$ cat src/rtl/rx_block_assembler_pkg.sv
// Shared types and constants for the receive-side block assembler.
package rx_block_assembler_pkg;

  typedef enum logic [1:0] {
    IDLE = 2'd0,
    RECV = 2'd1,
    DROP = 2'd2
  } t_rx_blk_state;

  localparam logic [15:0] c_ERR_CNT_MAX = 16'hFFFF;

endpackage

$ cat src/rtl/rx_block_buffer_ram.sv
// Simple dual-port block buffer: one write port, one registered read port.
module rx_block_buffer_ram #(
  parameter int g_data_width = 64,
  parameter int g_depth      = 16,
  localparam int AW          = $clog2(g_depth)
) (
  input  logic                    clk,
  input  logic                    wr_en_i,
  input  logic [AW-1:0]           wr_addr_i,
  input  logic [g_data_width-1:0] wr_data_i,
  input  logic                    rd_en_i,
  input  logic [AW-1:0]           rd_addr_i,
  output logic [g_data_width-1:0] rd_data_o
);

  logic [g_data_width-1:0] mem [g_depth];
  logic [g_data_width-1:0] rd_data_q;

  // Read data holds while rd_en_i is low so a stalled pipeline keeps its word.
  always_ff @(posedge clk) begin
    if (wr_en_i) mem[wr_addr_i] <= wr_data_i;
    if (rd_en_i) rd_data_q <= mem[rd_addr_i];
  end

  assign rd_data_o = rd_data_q;

endmodule

$ cat src/rtl/rx_block_assembler.sv
// Buffers blocks from rx_streamer and forwards only complete, intact blocks downstream.
// state | meaning:  IDLE no block open | RECV block open, words being stored | DROP discarding rest of a bad block
module rx_block_assembler
  import rx_block_assembler_pkg::*;
#(
  parameter int g_data_width      = 64,
  parameter int g_max_block_words = 8,
  parameter int g_buf_words       = 16
) (
  input  logic                            clk,
  input  logic                            rst_n,
  input  logic [g_data_width-1:0]         rx_data_i,
  input  logic                            rx_valid_i,
  input  logic                            rx_first_i,
  input  logic                            rx_last_i,
  input  logic                            rx_lost_i,
  output logic                            rx_dreq_o,
  output logic [g_data_width-1:0]         blk_data_o,
  output logic                            blk_valid_o,
  output logic                            blk_first_o,
  output logic                            blk_last_o,
  input  logic                            blk_ready_i,
  output logic [$clog2(g_buf_words):0]    blk_pending_o,
  output logic                            drop_p1_o,
  output logic [15:0]                     err_cnt_o
);

  localparam int AW = $clog2(g_buf_words);
  localparam int PW = AW + 1;
  localparam int LW = $clog2(g_max_block_words + 1);

  t_rx_blk_state state_q, state_d, eval_state;

  logic [PW-1:0] wr_ptr_q, wr_ptr_d;
  logic [PW-1:0] commit_ptr_q, commit_ptr_d;
  logic [PW-1:0] rd_ptr_q, rd_ptr_d;
  logic [PW-1:0] fetch_ptr_q, fetch_ptr_d;
  logic [PW-1:0] wbase, used, free;
  logic [LW-1:0] cnt_q, cnt_d, cnt_next, push_len;
  logic [LW-1:0] fidx_q, fidx_d, head_len;
  logic [AW-1:0] lf_wr_q, lf_wr_d, lf_rd_q, lf_rd_d;
  logic [LW-1:0] lf_mem [g_buf_words];
  logic [PW-1:0] pending_q, pending_d;
  logic [15:0]   err_q, err_d;
  logic          drop_q, drop_d;
  logic          dreq_q, dreq_d;
  logic          we, commit, abort, at_max;
  logic          lost_open;

  logic                    s1_v_q, s1_v_d, s1_first_q, s1_first_d, s1_last_q, s1_last_d;
  logic                    out_v_q, out_v_d, out_first_q, out_first_d, out_last_q, out_last_d;
  logic [g_data_width-1:0] out_data_q, out_data_d, ram_rd_data;
  logic                    adv, issue, accept, f_last;

  // A lost pulse closes any open block before the same-cycle word is looked at.
  assign lost_open  = rx_lost_i && (state_q == RECV);
  assign eval_state = rx_lost_i ? IDLE : state_q;
  assign cnt_next   = cnt_q + LW'(1);
  assign at_max     = (cnt_next == LW'(g_max_block_words));
  assign wbase      = rx_first_i ? commit_ptr_q : wr_ptr_q;
  assign push_len   = rx_first_i ? LW'(1) : cnt_next;

  always_ff @(posedge clk) begin
    if (!rst_n) state_q <= IDLE;
    else        state_q <= state_d;
  end

  always_comb begin
    state_d = eval_state;
    if (rx_valid_i) begin
      if (rx_first_i)              state_d = rx_last_i ? IDLE : RECV;
      else if (eval_state == RECV) state_d = rx_last_i ? IDLE : (at_max ? DROP : RECV);
      else                         state_d = rx_last_i ? IDLE : DROP;
    end
  end

  always_comb begin
    we     = 1'b0;
    commit = 1'b0;
    abort  = rx_lost_i;
    drop_d = lost_open;
    if (rx_valid_i) begin
      if (rx_first_i) begin
        we     = 1'b1;
        commit = rx_last_i;
        if (eval_state == RECV) drop_d = 1'b1;
      end else if (eval_state == RECV) begin
        if (rx_last_i) begin
          we     = 1'b1;
          commit = 1'b1;
        end else if (at_max) begin
          drop_d = 1'b1;
          abort  = 1'b1;
        end else begin
          we = 1'b1;
        end
      end else if (eval_state == IDLE) begin
        drop_d = 1'b1;
      end
    end
  end

  always_comb begin
    wr_ptr_d     = abort ? commit_ptr_q : wr_ptr_q;
    commit_ptr_d = commit_ptr_q;
    cnt_d        = cnt_q;
    lf_wr_d      = lf_wr_q;
    if (we) begin
      wr_ptr_d = wbase + PW'(1);
      cnt_d    = push_len;
    end
    if (commit) begin
      commit_ptr_d = wbase + PW'(1);
      lf_wr_d      = lf_wr_q + AW'(1);
    end
    err_d = (drop_d && err_q != c_ERR_CNT_MAX) ? err_q + 16'd1 : err_q;
  end

  // Space is judged against the read pointer, so words still in the output pipe stay reserved.
  assign used   = wr_ptr_q - rd_ptr_q;
  assign free   = PW'(g_buf_words) - used;
  assign dreq_d = (state_q == RECV) || (free >= PW'(g_max_block_words));

  assign adv      = !out_v_q || blk_ready_i;
  assign accept   = out_v_q && blk_ready_i;
  assign issue    = (fetch_ptr_q != commit_ptr_q) && (adv || !s1_v_q);
  assign head_len = lf_mem[lf_rd_q];
  assign f_last   = (fidx_q == head_len - LW'(1));

  always_comb begin
    fetch_ptr_d = fetch_ptr_q;
    fidx_d      = fidx_q;
    lf_rd_d     = lf_rd_q;
    s1_first_d  = s1_first_q;
    s1_last_d   = s1_last_q;
    s1_v_d      = s1_v_q && !adv;
    if (issue) begin
      fetch_ptr_d = fetch_ptr_q + PW'(1);
      fidx_d      = f_last ? '0 : fidx_q + LW'(1);
      lf_rd_d     = f_last ? lf_rd_q + AW'(1) : lf_rd_q;
      s1_first_d  = (fidx_q == '0);
      s1_last_d   = f_last;
      s1_v_d      = 1'b1;
    end
  end

  always_comb begin
    out_v_d     = out_v_q;
    out_data_d  = out_data_q;
    out_first_d = out_first_q;
    out_last_d  = out_last_q;
    if (adv) begin
      out_v_d = s1_v_q;
      if (s1_v_q) begin
        out_data_d  = ram_rd_data;
        out_first_d = s1_first_q;
        out_last_d  = s1_last_q;
      end
    end
    rd_ptr_d  = accept ? rd_ptr_q + PW'(1) : rd_ptr_q;
    pending_d = pending_q + PW'(commit) - PW'(accept && out_last_q);
  end

  always_ff @(posedge clk) begin
    if (!rst_n) begin
      wr_ptr_q     <= '0;
      commit_ptr_q <= '0;
      rd_ptr_q     <= '0;
      fetch_ptr_q  <= '0;
      cnt_q        <= '0;
      fidx_q       <= '0;
      lf_wr_q      <= '0;
      lf_rd_q      <= '0;
      pending_q    <= '0;
      err_q        <= '0;
      drop_q       <= 1'b0;
      dreq_q       <= 1'b0;
      s1_v_q       <= 1'b0;
      s1_first_q   <= 1'b0;
      s1_last_q    <= 1'b0;
      out_v_q      <= 1'b0;
      out_data_q   <= '0;
      out_first_q  <= 1'b0;
      out_last_q   <= 1'b0;
    end else begin
      wr_ptr_q     <= wr_ptr_d;
      commit_ptr_q <= commit_ptr_d;
      rd_ptr_q     <= rd_ptr_d;
      fetch_ptr_q  <= fetch_ptr_d;
      cnt_q        <= cnt_d;
      fidx_q       <= fidx_d;
      lf_wr_q      <= lf_wr_d;
      lf_rd_q      <= lf_rd_d;
      pending_q    <= pending_d;
      err_q        <= err_d;
      drop_q       <= drop_d;
      dreq_q       <= dreq_d;
      s1_v_q       <= s1_v_d;
      s1_first_q   <= s1_first_d;
      s1_last_q    <= s1_last_d;
      out_v_q      <= out_v_d;
      out_data_q   <= out_data_d;
      out_first_q  <= out_first_d;
      out_last_q   <= out_last_d;
    end
  end

  always_ff @(posedge clk) begin
    if (commit) lf_mem[lf_wr_q] <= push_len;
  end

  rx_block_buffer_ram #(
    .g_data_width (g_data_width),
    .g_depth      (g_buf_words)
  ) u_ram (
    .clk       (clk),
    .wr_en_i   (we),
    .wr_addr_i (wbase[AW-1:0]),
    .wr_data_i (rx_data_i),
    .rd_en_i   (issue),
    .rd_addr_i (fetch_ptr_q[AW-1:0]),
    .rd_data_o (ram_rd_data)
  );

  // Upstream honours rx_dreq_o per block, so a write into a full buffer means a broken sender.
  a_no_overflow: assert property (@(posedge clk) disable iff (!rst_n)
    we |-> ((wbase - rd_ptr_q) != PW'(g_buf_words)));

  assign rx_dreq_o     = dreq_q;
  assign blk_data_o    = out_data_q;
  assign blk_valid_o   = out_v_q;
  assign blk_first_o   = out_first_q;
  assign blk_last_o    = out_last_q;
  assign blk_pending_o = pending_q;
  assign drop_p1_o     = drop_q;
  assign err_cnt_o     = err_q;

endmodule

$ cat config.mk
export PLATFORM = sky130hd
export DESIGN_NAME = rx_block_assembler
export DESIGN_NICKNAME = d
export VERILOG_FILES = /design/src/rtl/rx_block_assembler_pkg.sv /design/src/rtl/rx_block_buffer_ram.sv /design/src/rtl/rx_block_assembler.sv
export SDC_FILE = /design/constraint.sdc
export NUM_CORES = 1
export LEC_CHECK = 0
export CORE_ASPECT_RATIO = 0.5
export CORE_MARGIN = 4
export CORE_UTILIZATION = 40
export CTS_CLUSTER_DIAMETER = 100
export DETAILED_ROUTE_END_ITERATION = 6
export GPL_TIMING_DRIVEN = 0
export PLACE_DENSITY = 0.62
export RECOVER_POWER = 50
export SLEW_MARGIN = 25
export SYNTH_ARGS = -nofsm -noshare
export SYNTH_HDL_FRONTEND = slang
export SYNTH_HIERARCHICAL = 1
export SYNTH_SLANG_ARGS = --single-unit
$ cat constraint.sdc
create_clock -name clk -period 7.61 [get_ports clk]
set_input_delay 1.1415 -clock clk [delete_from_list [all_inputs] [get_ports clk]]
set_output_delay 1.1415 -clock clk [all_outputs]
set_load 0.02 [all_outputs]
; After elaboration in Yosys (flattened, before gate mapping)
; Memory sizes are Yosys's and may differ from the RTL's. A register that Yosys moved wholly into a read port is not among the register bits.
; Index checks and enable logic that the tools add are counted.
[totals]
regBits = 131
ramBits = 1088
inputBits = 71
output_inout_bits = 90
elab_cells = 100
mem_count = 2
[classes]
n_addsub = 13
order_cmp = 1
eq_ne = 6
mux = 41
n_reduce_logical = 17
[mem_list]
columns = memory, words, word_bits, read_ports, rd_clocked_by_memory_dff, write_ports, line_no
row1 = u_ram.mem, 16, 64, 1, 1, 1, rx_block_buffer_ram.sv:16  ; logic [g_data_width-1:0] mem [g_depth];
row2 = lf_mem, 16, 4, 1, 1, 1, rx_block_assembler.sv:42  ; logic [LW-1:0] lf_mem [g_buf_words];
[op_table]
columns = operator, n
row1 = $mux 1, 27
row2 = $add 16x1->16 const B, 1
row3 = $add 4x1->4 const B, 4
row4 = $mux 4, 4
row5 = $ne 16x16->1 const B, 1
row6 = $add 5x1->5 const B, 3
row7 = $mux 5, 3
row8 = $mux 2, 7
row9 = $logic_and 1x1->1, 6
row10 = $add 5x1->5, 1
row11 = $ge 5x4->1 const B, 1
row12 = $ne 5x5->1, 1
row13 = $sub 5x1->5, 1
row14 = $sub 5x5->5, 1
row15 = $sub 5x5->5 const A, 1
row16 = $eq 2x1->1 const B, 2
row17 = $eq 4x4->1, 1
row18 = $eq 4x4->1 const B, 1
row19 = $logic_not 4->1, 1
row20 = $reduce_and 2->1, 2
row21 = $sub 4x1->4 const B, 1
row22 = $logic_not 1->1, 3
row23 = $logic_or 1x1->1, 3
row24 = $logic_not 2->1, 1
row25 = $reduce_bool 2->1, 1

; Depth between registers and ports, before layout
; Gate-level depths: netlist of the first run.
[logic_depth]
ltp_word = 9
depth_mapped = 15

; By module
; Netlist of the first run, hierarchy kept.
[modules_own_cells]
columns = mod, instances, cells_each, area_per_inst_um2, seq_area_each_um2
row1 = rx_block_buffer_ram, 1, 1647, 40222.3, 32671.3
row2 = rx_block_assembler, 1, 811, 8670.8, 4624.4

; Least setup slack after synthesis of the first run
; OpenSTA, ideal clock, no wires.
[synth_timing]
path_type = input to register
start = in rx_first_i
end = mem u_ram.mem[0][0], enable pin
arrival_time_ps = 6916
required_time_ps = 7045
path_slack_ps = 129
cell_stages = 6
n_path_buf = 2
cell_sequence = clkbuf_1 > buf_1 > o21ai_1 > inv_1 > or3b_2 > nor3_1
[synth_between]
elab_chain_len = 4
elab_cells_between_ends = 5
cone_classes = mux: 5
[synth_lines]
columns = item, line_no
row1 = from (decl), rx_block_assembler.sv:14  ; input logic rx_first_i,
row2 = $mux 1, rx_block_assembler.sv:83  ; if (rx_first_i) begin
row3 = $mux 1, rx_block_assembler.sv:82  ; if (rx_valid_i) begin
row4 = net we, rx_block_assembler.sv:47  ; logic we, commit, abort, at_max;
row5 = $mux 1, rx_block_buffer_ram.sv:21  ; if (wr_en_i) mem[wr_addr_i] <= wr_data_i;
row6 = $mux 1 (not written as such), rx_block_buffer_ram.sv:21
row7 = to (decl), rx_block_buffer_ram.sv:16
; The timed path passes the listed nets, and every way through them passes these cells.

; Final worst setup path of the first run
[layout_timing]
start = in blk_ready_i
end = reg fetch_ptr_q[3]
[layout_between]
elab_chain_len = 3
[layout_lines]
columns = item, line_no
row1 = from (decl), rx_block_assembler.sv:22  ; input logic blk_ready_i,
row2 = $logic_or 1x1->1, rx_block_assembler.sv:124  ; assign adv = !out_v_q || blk_ready_i;
row3 = $logic_or 1x1->1, rx_block_assembler.sv:126  ; assign issue = (fetch_ptr_q != commit_ptr_q) && (adv || !s1_v_q);
row4 = $logic_and 1x1->1, rx_block_assembler.sv:126
row5 = net issue, rx_block_assembler.sv:53  ; logic adv, issue, accept, f_last;
row6 = to (signal assigned), rx_block_assembler.sv:189  ; fetch_ptr_q <= fetch_ptr_d;
row7 = to (decl), rx_block_assembler.sv:37  ; logic [PW-1:0] fetch_ptr_q, fetch_ptr_d;
; The timed path passes the listed nets, and every way through them passes these cells.
; A chain may end at the register's enable or synchronous reset.

==> results.sh, run 1 <==
export IMPL_std_cell_rows=90
export IMPL_cts_buffers_inserted=113
export IMPL_syn_cell_area_mm2=0.0489
export IMPL_count_of_flip_flops_with_a_built_in_enable_after_synthesis=1152
export IMPL_cpPeakStageDelay_ns=1.74
export IMPL_design_die_area_mm2=0.128
export IMPL_dr_max_layer_used="met5"
export IMPL_synth_largest_area_cell="edfxtp_1"
export IMPL_slew_violations=40
export IMPL_grt_remaining_overflow=0
export IMPL_num_vias=24800
export IMPL_drtPass1Iterations=7
export IMPL_period_minus_slack_ns=4.74
export IMPL_worst_slew_pin_transition_ns=1.69
export IMPL_hold_class="flip-flop to flip-flop"
export IMPL_final_min_period_over_clock_period_pct=62.3
export IMPL_power_frac_clock_pct=32.7
export IMPL_num_fill_cells=9943
export IMPL_fmaxAchievable_ghz=0.211
export IMPL_synth_top_cell_area_share_pct=70.8
export IMPL_max_slew_margin_pct=-13.0
export IMPL_floorplan_core_area_mm2=0.121
export IMPL_min_to="blk_data_o[3]"
export IMPL_crit_chain="dlygate4sd3_1 > nor2b_1 > nand2_1 > o21ai_0 > clkinvlp_2 > buf_16 > nand4_1 > xnor2_1 > and2_1"
export IMPL_worstPathRequired_ns=8.22
export IMPL_cts_post_setup_buffers_inserted=0
export IMPL_maximum_vdd_ir_drop_mv=0.243
export IMPL_timing_critical_path_to_type="flip-flop"
export IMPL_syn_area_per_cell_um2=19.9
export IMPL_yosys_warnings=6
export IMPL_grt_antenna_before_repair=29
export IMPL_syn_to_final_growth_pct=18.4
export IMPL_synthArstFlopShare_pct=0
export IMPL_fp_dieW_um=502
export IMPL_initial_core_util_pct=40.4
export IMPL_netlist_top_cells_count="edfxtp_1, mux4_2, nand2_1"
export IMPL_layoutNonFillerInstCount=4543
export IMPL_cts_hold_fix_buffers=0
export IMPL_path_max_fanout=45
export IMPL_cpLargestDelayFamily="buffers and inverters"
export IMPL_power_share_switching_pct=26.1
export IMPL_postRouteAntennaNets=0
export IMPL_gp_routability_congestion=0.737
export IMPL_grt_pass1_vias=25100
export IMPL_htreeDepth=3
export IMPL_vias_per_cell=5.46
export IMPL_timing_rr_start="fetch_ptr_q[1]"
export IMPL_crit_reg2reg_capture="fetch_ptr_q[3]"
export IMPL_internal_power_w=0.0129
export IMPL_finalCoreUtilization_pct=47.9
export IMPL_violations="capacitance limit, slew limit"
export IMPL_dp_hpwl_um=76300
export IMPL_num_nets_final=2925
export IMPL_final_setup_viol_count=0
export IMPL_regToRegSetupSlack_ns=2.95
export IMPL_drt_met1_wl_um=48800
export IMPL_cell_types_occupying_the_most_area_after_synthesis="edfxtp_1, mux4_2, dfxtp_1"
export IMPL_post_route_cells_drive_above_1_share_pct=20.4
export IMPL_timing_hold_worst_path_depth=2
export IMPL_worstSkewPairLatency_ns=0.73
export IMPL_outcome="complete, but fails checks"
export IMPL_cts_sink_count=1287
export IMPL_critPathKind="input port to flip-flop"
export IMPL_clock_skew_ns=0.0764
export IMPL_route_final_wire_length_um=116000
export IMPL_route_detailed_drc=0
export IMPL_grt_first_pass_wirelength_um=169000
export IMPL_seq_power_share_pct=47.5
export IMPL_worstSetupStartpointType="input port"
export IMPL_layout_area_seq_mm2=0.0373
export IMPL_grt_setup_unrepaired="no"
export IMPL_ys_ff_latch=1287
export IMPL_critical_path_slowest_cell="clkinvlp_2"
export IMPL_dominantRegCellSynth="edfxtp_1"
export IMPL_maximum_number_of_pins_on_one_net_before_global_route_repair=46
export IMPL_worst_setup_hold_path_clk_slew_ns=0.06
export IMPL_holdCritStartpoint="blk_data_o[3]"
export IMPL_power_density_cell_area_mw_per_mm2=302
export IMPL_drt_first_iter_violations=2540
export IMPL_clk_path_buf_depth=3
export IMPL_floorplan_io_pins=161
export IMPL_wl_met2_um=55100
export IMPL_route_detailed_wl_per_inst_um=25.4
export IMPL_cts_tree="built"
export IMPL_syn_inst=2458
export IMPL_floorplan_die_height_um=255
export IMPL_route_met3_wl_um=9240
export IMPL_cts_resized=0
export IMPL_clock_root_buffer="clkbuf_16"
export IMPL_port_buffer_count=157
export IMPL_hold_violations=0
export IMPL_worst_path_buf_inv=3
export IMPL_static_leakage_power_nw=18.3
export IMPL_worst_r2r_cell_count=8
export IMPL_cp_data_arrival_time_ns=5.35
export IMPL_placedCellCount=4322
export IMPL_synth_yosys_seq_area_share_pct=76.3
export IMPL_total_grt_usage_pct=18.1
export IMPL_p_switching_w=0.00456
export IMPL_area_occupied_by_multi_input_gates_mm2=0.0110
export IMPL_synthMostInstantiatedCell="edfxtp_1"
export IMPL_net_count_synth=2556
export IMPL_maxCapViolCount=2
export IMPL_yosys_cell_types_count=55
export IMPL_comb_power_share_pct=19.8
layout make-up:
type	count	area share, %
flip-flops and latches	1287	64.4
clock inverters	53	0.819
repair buffers	254	5.42
plain buffers	126	1.08
well taps	1610	3.48
multi-input cells	1019	19.0
clock buffers	159	5.61
diodes	9	0.0389
inverters	26	0.171
state kept, by name, indices dropped and copies added, names as in the netlist, 2 cells and up, named ones only:
signal / count
lf_rd_q: 4
lf_wr_q: 4
u_ram/rd_data_o: 64
cnt_q: 4
wr_ptr_q: 5
blk_pending_o: 5
commit_ptr_q: 5
fetch_ptr_q: 5
err_cnt_o: 16
blk_data_o: 64
rd_ptr_q: 5
state_q: 2
u_ram/mem: 1024
fidx_q: 4
lf_mem: 64
worst max path at each step:
stage	cells after the start	startpoint	slack [ns]	end
final	9	blk_ready_i	2.87	fetch_ptr_q[3]
after global routing	7	fetch_ptr_q[1]	2.51	fidx_q[3]
after CTS	12	rx_last_i	3.73	u_ram/mem[4][48]
after detailed placement	12	rx_last_i	2.95	u_ram/mem[4][38]
after global placement	8	rx_last_i	-6.03	u_ram/mem[8][32]
after floorplan	6	rx_first_i	0.13	u_ram/mem[0][0]
cells by family (layout without fill, tap and decap cells):
logic type               after synthesis  count (layout)  share of synthesized area, %
AO/OA/AOI/OAI                        241             241                          3.75
XOR/XNOR                              48              48                         0.875
adder cells (fa/ha/maj)               27              27                         0.722
buffers and inverters                152             618                          1.47
flip-flops                          1287            1287                          76.3
multiplexers                         300             300                          13.2
other                                  0               9                             0
AND/OR/NAND/NOR                      403             403                          3.71
layer usage:
metal / GRT usage, % / vias to the layer above
met1: 25.1 / 13000
li1: - / 10700
met2: 29.1 / 936
met5: 0 / -
met3: 4.33 / 188
met4: 4.30 / 2
worst register-to-register path, delay by kind of cell, from the launching register on:
family                 cells  cell delay [ns]
XOR/XNOR                   2             0.24
buffers and inverters      2             2.44
AO/OA/AOI/OAI              1             0.89
AND/OR/NAND/NOR            3             0.42
flip-flops                 1             0.57
cells in the final DEF, fill, tap and decap left out, drive strengths merged, types with 3 or more instances in the layout:
cell type | Yosys | layout
a21boi | 74 | 74
a21o | 3 | 3
a21oi | 7 | 7
a22oi | 130 | 130
and2 | 31 | 31
and3 | 3 | 3
buf | 57 | 147
bufinv | 0 | 6
clkbuf | 69 | 235
clkdlybuf4s50 | 0 | 77
clkinv | 1 | 41
clkinvlp | 0 | 4
dfxtp | 135 | 135
diode | 0 | 9
dlygate4sd3 | 0 | 80
edfxtp | 1152 | 1152
ha | 25 | 25
inv | 25 | 28
mux2i | 26 | 26
mux4 | 274 | 274
nand2 | 239 | 239
nand2b | 15 | 15
nand3 | 18 | 18
nand4 | 7 | 7
nor2 | 38 | 38
nor2b | 21 | 21
nor3 | 12 | 12
nor3b | 4 | 4
nor4 | 7 | 7
o211a | 6 | 6
o21a | 3 | 3
o21ai | 7 | 7
xnor2 | 29 | 29
xor2 | 19 | 19
through the flow:
| step | hold WS, ns | setup TNS [ns] | setup WS, ns | total power (W) | area [µm²] |
|---|---|---|---|---|---|
| 3_3_place_gp | 0.455 | -2942.34 | -6.03 | 0.0119 | 52500 |
| 6_report | 0.459 | 0 | 2.87 | 0.0175 | 57900 |
| 2_1_floorplan | 0.436 | 0 | 0.129 | 0.0107 | 48900 |
| 4_1_cts | 0.466 | 0 | 3.73 | 0.0177 | 57900 |
| 5_1_grt | 0.478 | 0 | 2.51 | 0.0182 | 57900 |
| 3_5_place_dp | 0.457 | 0 | 2.95 | 0.0120 | 54200 |
power by group through the flow:
stage	registers [W]	logic (W)	clock network, W
2_1_floorplan	0.00851	0.00223	0
3_3_place_gp	0.00851	0.00343	0
3_5_place_dp	0.00846	0.00353	0
4_1_cts	0.00831	0.00354	0.00584
5_1_grt	0.00833	0.00372	0.00615
6_report	0.00830	0.00346	0.00572
Note: power is estimated with default switching activity, not from simulation.
==> inputs of run 2 (changes only) <==
Settings changed: PLACE_DENSITY 0.62 to 0.6.
Clock period 7.61 ns to 4.7 ns, I/O delays scaled along.
==> run 2 against run 1 <==
  * The flow finishes with violations (DRC, capacitance limit, slew limit)
  * Sequential power up 61%
  * First-iteration DRC count down 7.6%
  * Wire length up 2.4%
==> results.sh, run 2 (synthesis results as in run 1) <==
export IMPL_pre_cts_slack_ns=0.419
export IMPL_drtPass1Iterations=7
export IMPL_final_setup_viol_count=0
export IMPL_cts_buffers_inserted=115
export IMPL_timing_rr_start="wr_ptr_q[1]"
export IMPL_timing_critical_path_mode_cell="buf_16"
export IMPL_dp_hpwl_um=78000
export IMPL_finalCoreUtilization_pct=48.1
export IMPL_syn_to_final_growth_pct=19.1
export IMPL_std_cell_rows=90
export IMPL_worst_setup_hold_path_clk_slew_ns=0.07
export IMPL_placedCellCount=4311
export IMPL_final_cell_area_mm2=0.0582
export IMPL_cts_sink_count=1287
export IMPL_violations="DRC, capacitance limit, slew limit"
export IMPL_timing_critical_path_to_type="flip-flop"
export IMPL_drt_first_iter_violations=2348
export IMPL_layout_common_cells="edfxtp_1, mux4_2, nand2_1"
export IMPL_worstSkewPairLatency_ns=0.73
export IMPL_crit_reg2reg_capture="u_ram/mem[3][25]"
export IMPL_maximum_vdd_ir_drop_mv=0.400
export IMPL_holdCritStartpoint="blk_data_o[6]"
export IMPL_vias_per_cell=5.51
export IMPL_grt_first_pass_wirelength_um=173000
export IMPL_power_density_cell_area_mw_per_mm2=489
export IMPL_post_route_cells_drive_above_1_share_pct=19.9
export IMPL_timing_hold_worst_path_depth=2
export IMPL_floorplan_io_pins=161
export IMPL_route_detailed_drc=2
export IMPL_postRouteAntennaNets=0
export IMPL_num_vias=25000
export IMPL_cts_post_setup_buffers_inserted=0
export IMPL_max_slew_margin_pct=-23.6
export IMPL_grt_remaining_overflow=0
export IMPL_clk_path_buf_depth=3
export IMPL_period_minus_slack_ns=4.11
export IMPL_route_final_wire_length_um=118000
export IMPL_layoutNonFillerInstCount=4527
export IMPL_floorplan_die_height_um=255
export IMPL_worst_slew_pin_transition_ns=1.84
export IMPL_grt_setup_unrepaired="no"
export IMPL_maximum_number_of_pins_on_one_net_before_global_route_repair=49
export IMPL_path_max_fanout=13
export IMPL_design_die_area_mm2=0.128
export IMPL_post_dp_cell_area_mm2=0.0545
export IMPL_hold_violations=0
export IMPL_hold_class="flip-flop to flip-flop"
export IMPL_largest_register_ffs=1024
export IMPL_port_buffer_count=157
export IMPL_clock_skew_ns=0.0329
export IMPL_worst_r2r_cell_count=8
export IMPL_route_detailed_wl_per_inst_um=26.1
export IMPL_min_to="blk_data_o[6]"
export IMPL_gp_routability_congestion=0.765
export IMPL_cts_tree="built"
export IMPL_worstPathRequired_ns=5.13
export IMPL_fp_dieW_um=502
export IMPL_cts_hold_fix_buffers=0
export IMPL_outcome="complete, but fails checks"
export IMPL_critPathKind="flip-flop to flip-flop"
export IMPL_cpPeakStageDelay_ns=1.39
export IMPL_most_common_cell_after_layout_fill_and_taps_aside="edfxtp_1"
export IMPL_regToRegSetupSlack_ns=0.59
export IMPL_critical_path_slowest_cell="o21ai_0"
export IMPL_static_leakage_power_nw=18.5
export IMPL_maxCapViolCount=1
export IMPL_worst_slack_ns=0.588
export IMPL_final_min_period_over_clock_period_pct=87.5
export IMPL_fmaxAchievable_ghz=0.243
export IMPL_total_grt_usage_pct=18.6
export IMPL_finalPower_w=0.0285
export IMPL_regMostFlops="u_ram/mem"
export IMPL_initial_core_util_pct=40.4
export IMPL_slew_violations=10
export IMPL_num_nets_final=2916
export IMPL_grt_antenna_before_repair=23
export IMPL_htreeDepth=3
export IMPL_grt_pass1_vias=25300
export IMPL_worstSetupStartpointType="flip-flop"
export IMPL_clock_root_buffer="clkbuf_16"
export IMPL_crit_chain="inv_1 > o21ai_0 > nand2_1 > nor2_4 > buf_16 > buf_16 > buf_16 > buf_16"
export IMPL_floorplan_core_area_mm2=0.121
export IMPL_cts_resized=0
export IMPL_cp_data_arrival_time_ns=4.54
[run 2: metrics by stage]
step / hold WS, ns / setup TNS (ns)
floorplan: 0.436 / -184.81
detailed placement: 0.459 / 0
global placement: 0.459 / -3125.35
CTS: 0.423 / 0
global route: 0.458 / 0
finish: 0.462 / 0
[run 2: how the worst max path moves through the flow]
stage / slack [ns] / endpoint / cells after the start / startpoint
global route: 0.41 / u_ram/mem[3][33] / 8 / wr_ptr_q[1]
detailed placement: 0.42 / u_ram/mem[0][33] / 10 / rx_first_i
CTS: 1.00 / u_ram/mem[0][33] / 11 / cnt_q[3]
global placement: -4.70 / u_ram/mem[3][25] / 8 / rx_last_i
finish: 0.59 / u_ram/mem[3][25] / 8 / wr_ptr_q[1]
floorplan: -0.61 / u_ram/mem[1][0] / 6 / rx_first_i
[run 2: critical path, delay by kind of cell, from the launching register on]
kind,cells,cell delay [ns]
flops,1,0.33
buf+inv,5,0.81
simple gates,2,1.23
compound gates,1,1.39
[run 2: layer usage]
metal  vias to the layer above  wire [µm]  global-route usage [%]
li1                      10600          -                       -
met1                     13300      50700                    26.3
met2                       847      56700                    30.1
met3                       173       8750                    3.86
met4                         8       2220                    3.82
met5                         -         48                       0
[run 2: layout make-up]
class                   instances  area, µm²
diodes                          2       5.00
plain buffers                 126        624
clock buffers                 157       3220
clock inverters                57        559
fillers                      9903      62700
inverters                      26        103
multi-input cells            1019      11000
flip-flops and latches       1287      37300
well taps                    1610       2010
repair buffers                243       3390
[run 2: power breakdown]
part	leakage, nW	total (W)	switching, W	internal (W)
clock	1.84	0.00941	0.00416	0.00524
combinational	5.16	0.00562	0.00305	0.00256
sequential	11.5	0.0134	0.000272	0.0132
==> inputs of run 3 (changes only) <==
Settings changed: CORE_MARGIN 4 to 10, SLEW_MARGIN 25 to 0, TNS_END_PERCENT set to 30.
==> run 3 against run 2 <==
  * The flow finishes with violations (capacitance limit, slew limit)
  * Critical path type unchanged
  * First-iteration DRC count is 4.1% higher
  * Via count decreased by 0.63%
  * Critical path depth down 1
  * Non-clock buffer count decreased by 29
  * Maximum frequency rose by 0.91%
==> results.sh, run 3 (synthesis results as in run 1) <==
export IMPL_cts_tree="built"
export IMPL_num_nets_final=2885
export IMPL_floorplan_die_height_um=267
export IMPL_cpPeakStageDelay_ns=1.30
export IMPL_timing_critical_path_mode_cell="buf_12"
export IMPL_hold_violations=0
export IMPL_layout_common_cells="edfxtp_1, mux4_2, nand2_1"
export IMPL_postRouteAntennaNets=0
export IMPL_maximum_vdd_ir_drop_mv=0.345
export IMPL_total_neg_setup_slack_ns=0
export IMPL_cts_resized=0
export IMPL_gp_routability_congestion=0.736
export IMPL_htreeDepth=3
export IMPL_slew_violations=21
export IMPL_route_detailed_wl_per_inst_um=26.2
export IMPL_cts_sink_count=1287
export IMPL_largest_register_ffs=1024
export IMPL_worstSetupStartpointType="flip-flop"
export IMPL_power_density_cell_area_mw_per_mm2=489
export IMPL_cts_buffers_inserted=113
export IMPL_clock_skew_ns=0.0295
export IMPL_design_die_area_mm2=0.137
export IMPL_route_final_wire_length_um=118000
export IMPL_worstPathRequired_ns=5.12
export IMPL_syn_to_final_growth_pct=17.6
export IMPL_initial_core_util_pct=40.4
export IMPL_final_setup_viol_count=0
export IMPL_crit_chain="inv_1 > o21ai_0 > nand2_1 > nor2_4 > buf_12 > buf_12 > buf_12"
export IMPL_worst_slack_ns=0.625
export IMPL_worst_hold_slack_ns=0.459
export IMPL_drtPass1Iterations=5
export IMPL_timing_rr_start="wr_ptr_q[1]"
export IMPL_grt_setup_unrepaired="no"
export IMPL_std_cell_rows=90
export IMPL_clock_root_buffer="clkbuf_16"
export IMPL_maximum_number_of_pins_on_one_net_before_global_route_repair=50
export IMPL_worst_slew_pin_transition_ns=1.71
export IMPL_path_max_fanout=22
export IMPL_grt_remaining_overflow=0
export IMPL_fp_dieW_um=514
export IMPL_hold_class="flip-flop to flip-flop"
export IMPL_max_slew_margin_pct=-15.0
export IMPL_cts_hold_fix_buffers=0
export IMPL_regMostFlops="u_ram/mem"
export IMPL_holdCritStartpoint="blk_data_o[5]"
export IMPL_clk_path_buf_depth=3
export IMPL_total_grt_usage_pct=16.9
export IMPL_port_buffer_count=157
export IMPL_static_leakage_power_nw=18.2
export IMPL_first_element_of_the_critical_path="wr_ptr_q[1]"
export IMPL_most_common_cell_after_layout_fill_and_taps_aside="edfxtp_1"
export IMPL_fmaxAchievable_ghz=0.245
export IMPL_floorplan_core_area_mm2=0.121
export IMPL_route_detailed_drc=0
export IMPL_violations="capacitance limit, slew limit"
export IMPL_maxCapViolCount=2
export IMPL_critPathKind="flip-flop to flip-flop"
export IMPL_num_vias=24800
export IMPL_outcome="complete, but fails checks"
export IMPL_grt_first_pass_wirelength_um=173000
export IMPL_cts_post_setup_buffers_inserted=0
export IMPL_post_route_cells_drive_above_1_share_pct=19.2
export IMPL_grt_pass1_vias=25200
export IMPL_vias_per_cell=5.51
export IMPL_finalCoreUtilization_pct=47.5
export IMPL_critical_path_slowest_cell="o21ai_0"
export IMPL_final_min_period_over_clock_period_pct=86.7
export IMPL_dp_hpwl_um=75300
export IMPL_period_minus_slack_ns=4.07
export IMPL_floorplan_io_pins=161
export IMPL_worst_setup_hold_path_clk_slew_ns=0.06
export IMPL_cp_data_arrival_time_ns=4.49
export IMPL_timing_critical_path_to_type="flip-flop"
export IMPL_drt_first_iter_violations=2444
export IMPL_finalPower_w=0.0281
export IMPL_grt_antenna_before_repair=30
export IMPL_worstSkewPairLatency_ns=0.72
export IMPL_pre_cts_slack_ns=0.460
-- run 3: changes by cell type in the layout (fill, tap and decap cells not counted), moves of 5 or more --
cell	delta
buf_6	-14
clkbuf_8	-6
buf_16	-23
clkinv_2	+13
buf_8	-12
clkinv_1	-6
buf_12	+21
clkbuf_16	-5
-- run 3: per-layer routing --
metal | global-route usage, % | share of wire, % | vias up
met5 | 0 | 0.054 | -
met2 | 27.5 | 48 | 813
met4 | 3.90 | 2.2 | 12
li1 | - | - | 10600
met3 | 3.46 | 6.9 | 194
met1 | 23.6 | 43 | 13200
-- run 3: report_power, final --
group,internal (W),switching (W)
clock network,0.00493,0.00415
logic,0.00255,0.00306
registers,0.0132,0.000273
-- run 3: worst paths after layout --
| check | cells after the start | slack [ns] | to |
|---|---|---|---|
| max | 7 | 0.63 | u_ram/mem[3][22] |
| max reg2reg | 7 | 0.63 | u_ram/mem[3][22] |
| min | 2 | 0.46 | blk_data_o[5] |
| min reg2reg | 2 | 0.46 | blk_data_o[5] |
-- run 3: layout make-up --
cell class                 instances  area [µm²]
fill                           10000       63400
buffer                           126         623
multi-input combinational       1019       11000
tap                             1610        2010
antenna                            6        15.0
sequential                      1287       37300
inverter                          26         103
clock inverter                    65         579
timing repair buffer             214        2840
clock buffer                     145        3010
-- run 3: metrics by stage --
stage | instance area (µm²) | cells
floorplan | 48900 | 2458
global placement | 52500 | 4225
detailed placement | 53900 | 4282
CTS | 57500 | 4492
global route | 57500 | 4494
finish | 57500 | 4498
-- run 3: critical path: cells and delay by family (launching register included) --
family | cells | cell delay [ns]
compound gates | 1 | 1.30
buf+inv | 4 | 0.78
flops | 1 | 0.33
simple gates | 2 | 1.32
